### config.mk
export PLATFORM = sky130hd
export DESIGN_NAME = riscv_alu
export DESIGN_NICKNAME = d
export VERILOG_FILES = /design/src/rtl/riscv_alu.sv
export SDC_FILE = /design/constraint.sdc
export NUM_CORES = 1
export LEC_CHECK = 0
export ABC_CLOCK_PERIOD_IN_PS = 4700
export BUFFER_PORTS_ARGS = -buffer_cell sky130_fd_sc_hd__buf_4
export CAP_MARGIN = 20
export CORE_ASPECT_RATIO = 0.6
export CORE_MARGIN = 5
export CORE_UTILIZATION = 40
export DETAILED_ROUTE_END_ITERATION = 12
export PLACE_DENSITY = 0.67
export SYNTH_ARGS = -nofsm -noshare
export SYNTH_HDL_FRONTEND = slang
export SYNTH_SLANG_ARGS = --single-unit
### constraint.sdc
create_clock -name clk -period 4.7 [get_ports clk]
set_input_delay 0.94 -clock clk [delete_from_list [all_inputs] [get_ports clk]]
set_output_delay 0.94 -clock clk [all_outputs]
set_load 0.01 [all_outputs]
### src/rtl/riscv_alu.sv
// Registered 32-bit RISC-V integer ALU: one-cycle latency result, zero flag and valid strobe.
// Reset is synchronous active-low and takes priority over any operation at the same edge.
module riscv_alu (
  input  logic        clk,
  input  logic        rst_n,
  input  logic        valid_in,
  input  logic [3:0]  ALUctl,
  input  logic [31:0] A,
  input  logic [31:0] B,
  output logic [31:0] ALUout,
  output logic        zero,
  output logic        valid_out
);

  localparam logic [3:0] OP_AND  = 4'b0000;
  localparam logic [3:0] OP_OR   = 4'b0001;
  localparam logic [3:0] OP_ADD  = 4'b0010;
  localparam logic [3:0] OP_XOR  = 4'b0011;
  localparam logic [3:0] OP_SLL  = 4'b0100;
  localparam logic [3:0] OP_SRL  = 4'b0101;
  localparam logic [3:0] OP_SUB  = 4'b0110;
  localparam logic [3:0] OP_SLT  = 4'b0111;
  localparam logic [3:0] OP_SLTU = 4'b1000;
  localparam logic [3:0] OP_SRA  = 4'b1001;
  localparam logic [3:0] OP_NOR  = 4'b1100;

  logic [31:0] result;
  logic [4:0]  shamt;

  assign shamt = B[4:0];

  // Unused encodings deliberately yield zero so the branch logic sees zero=1.
  always_comb begin
    result = 32'd0;
    case (ALUctl)
      OP_AND:  result = A & B;
      OP_OR:   result = A | B;
      OP_ADD:  result = A + B;
      OP_XOR:  result = A ^ B;
      OP_SLL:  result = A << shamt;
      OP_SRL:  result = A >> shamt;
      OP_SUB:  result = A - B;
      OP_SLT:  result = ($signed(A) < $signed(B)) ? 32'd1 : 32'd0;
      OP_SLTU: result = (A < B) ? 32'd1 : 32'd0;
      OP_SRA:  result = $unsigned($signed(A) >>> shamt);
      OP_NOR:  result = ~(A | B);
      default: result = 32'd0;
    endcase
  end

  // zero is loaded from the same next-state value as ALUout so the two never disagree.
  always_ff @(posedge clk) begin
    if (!rst_n) begin
      ALUout    <= 32'd0;
      zero      <= 1'b1;
      valid_out <= 1'b0;
    end else begin
      valid_out <= valid_in;
      if (valid_in) begin
        ALUout <= result;
        zero   <= (result == 32'd0);
      end
    end
  end

endmodule

==> summary.txt <==
status: complete, no violations
TNS Setup: 0 ns
share of cells above drive strength 1: 20.5%
Area growth syn-to-layout: 20.6%
DRC: 0
area of the core: 27,700 sq um
DIE AREA: 31,900 sq um
critical-path maximum fanout: 39
grt ovf: 0
Post-Syn Nets: 1,850
CTS Hold Bufs: 0
number of global-route vias before repair: 13,700
Worst setup SP type: input pin
final WL: 68.5 mm
GP Congestion: 1.09
Cells after Synth: 1,676
worst hold path type: reg -> reg
worst path cell trace: buf_4 -> buf_12 -> buf_4 -> mux2i_1 -> mux2i_1 -> mux2i_1 -> o22ai_1 -> nor3_1 -> o21ai_0 -> a211oi_1 -> buf_4 -> o211ai_1 -> nor4_1 -> and4_1 -> a41o_1
Static Leak: 5.92 nW
post-synthesis cell type count: 90
H-tree depth: 2
EDFF count, synth: 0
# IOs: 105
worst hold slack: 0.470 ns
Total GRT Usage: 40.9%
Netlist Area Pre-Place: 11,300 sq um
Power, Total: 2.41 mW
slowest CP cell: mux2i_1
site row count: 47
crit share post-route: 94.8%
#FFs+latches synth: 34
# resized after CTS: 0
final std cells w/o fill: 2,212
final net count: 2,017
Post-synth ARST share: 0%
Setup crit end kind: flip-flop
most frequent cells in the layout: buf_4, nor2_1, a21oi_1, nand2_1, inv_1
Peak Freq: 0.224 GHz
Hold Vio Cnt, Final: 0
WP data arrival: 4.69 ns
Pins Over Slew Limit: 0
postcts setup bufs: 0
clock sinks: 34
remaining antenna violation count: 0
synth warn: 0
max_cap viols: 0
via count: 15,400
WP data required: 4.94 ns
chip height: 140 um
RSZ-0062 raised after global routing: no
Buffers & Inverters on Critical Path: 4
top_reg_cell synth: dfxtp_1
CP Class: in -> reg
Port Buffer Count: 104
first-pass GRT wire length: 97.6 mm
pin count of the biggest net entering global routing: 67
Top Family by Delay on Critical Path: multiplexers
CTS tree: yes
Root Buffer: clkbuf_16
TritonCTS Buffers: 5
placed cells: 2,203
Die X: 227 um
Setup Viol. Count Final: 0
Slew headroom: 26.6%
initial antenna violation count: 1
Worst-path clk slew: 0.06 ns
drt via density: 6.95
wire length per cell: 31.0 um
Worst-Margin Slew: 1.10 ns
Fin Clk Skew: 0 ns
Final min period: 4.46 ns
initial core utilization: 40.8%
Post-DP HPWL: 56.1 mm
register area share after synthesis: 6.02%
maximum VDD drop: 0.159 mV
First-pass DRT Iterations: 6
commonest non-fill, non-tap cell in the layout: buf_4
syn avg cell area: 6.75 sq um
violation count after the first detailed-route iteration: 2,870
power density over the cells: 177 nW/um^2
clock buffer depth: 2
Crit path largest cell delay: 0.60 ns
Clock Latency Late Sink: 0.29 ns
-- power breakdown --
part           internal, mW  switching, mW  leakage [nW]  total (mW)
clock                 0.210          0.134        0.0729       0.344
sequential            0.312         0.0123         0.281       0.325
combinational         0.637           1.10          5.57        1.74
total                  1.16           1.25          5.92        2.41
-- synthesized netlist by cell type (18+ instances only) --
library cell	count	area [sq um]
a21oi_1	126	631
o211ai_1	20	150
nor4_1	24	150
nor2b_1	24	150
nand4_1	26	163
inv_1	105	394
ha_1	101	1260
buf_2	34	170
mux2_2	24	270
a22oi_1	38	285
nand2_1	126	473
mux2i_1	79	791
nor3_1	49	245
nand3_1	32	160
a211oi_1	49	368
o21ai_0	101	505
clkbuf_1	73	274
dfxtp_1	34	681
nand2b_1	19	119
a31oi_1	19	119
nor2_1	209	785
or3_1	18	113
o22ai_1	34	213
-- layer usage --
metal / global-route usage [%] / vias up / part of all wire, %
met3: 16.0 / 164 / 16
met5: 0 / - / 0.070
met1: 62.8 / 7352 / 45
li1: - / 6605 / -
met2: 53.1 / 1258 / 37
met4: 7.42 / 4 / 2.7
-- kinds of logic after synthesis --
kind of cell             share of synthesized area (%)
AO/OA/AOI/OAI                                     34.9
XOR/XNOR                                          1.39
adder cells (fa/ha/maj)                           11.5
buffers and inverters                             8.89
flip-flops                                        6.02
multiplexers                                      12.4
AND/OR/NAND/NOR                                   24.8
-- final timing paths --
check | startpoint | endpoint | slack, ns | cells past startpoint
setup / recovery | B[1] | zero | 0.24 | 15
hold / removal | ALUout[10] | ALUout[10] | 0.47 | 2
setup reg to reg | ALUout[3] | ALUout[3] | 3.67 | 2
hold reg to reg | ALUout[10] | ALUout[10] | 0.47 | 2
-- flip-flops by register name, indices dropped and copies added, names as in the netlist --
register   flops
zero           1
valid_out      1
ALUout        32
-- through the flow --
step | utilization, % | area (sq um) | worst slack [ns]
CTS | 49.2 | 13600 | 0.414
global placement | 48.7 | 13500 | 0.0407
global route | 49.2 | 13600 | 0.0652
floorplan | - | 11300 | 0.0170
detailed placement | 48.7 | 13500 | 0.130
finish | 49.2 | 13600 | 0.242
-- layout make-up --
type | count | area (sq um)
fill | 2906 | 14100
inverter | 106 | 398
sequential | 34 | 681
clock buffer | 6 | 139
clock inverter | 2 | 12.5
multi-input combinational | 1405 | 9650
tap | 367 | 459
timing repair buffer | 291 | 2300
antenna | 1 | 2.50
-- worst register-to-register path: cells and delay by family (launching register included) --
kind | cells | cell delay, ns
AND/OR/NAND/NOR | 1 | 0.08
AO/OA/AOI/OAI | 1 | 0.47
flip-flops | 1 | 0.33
Note: power is estimated with default switching activity, not from simulation.
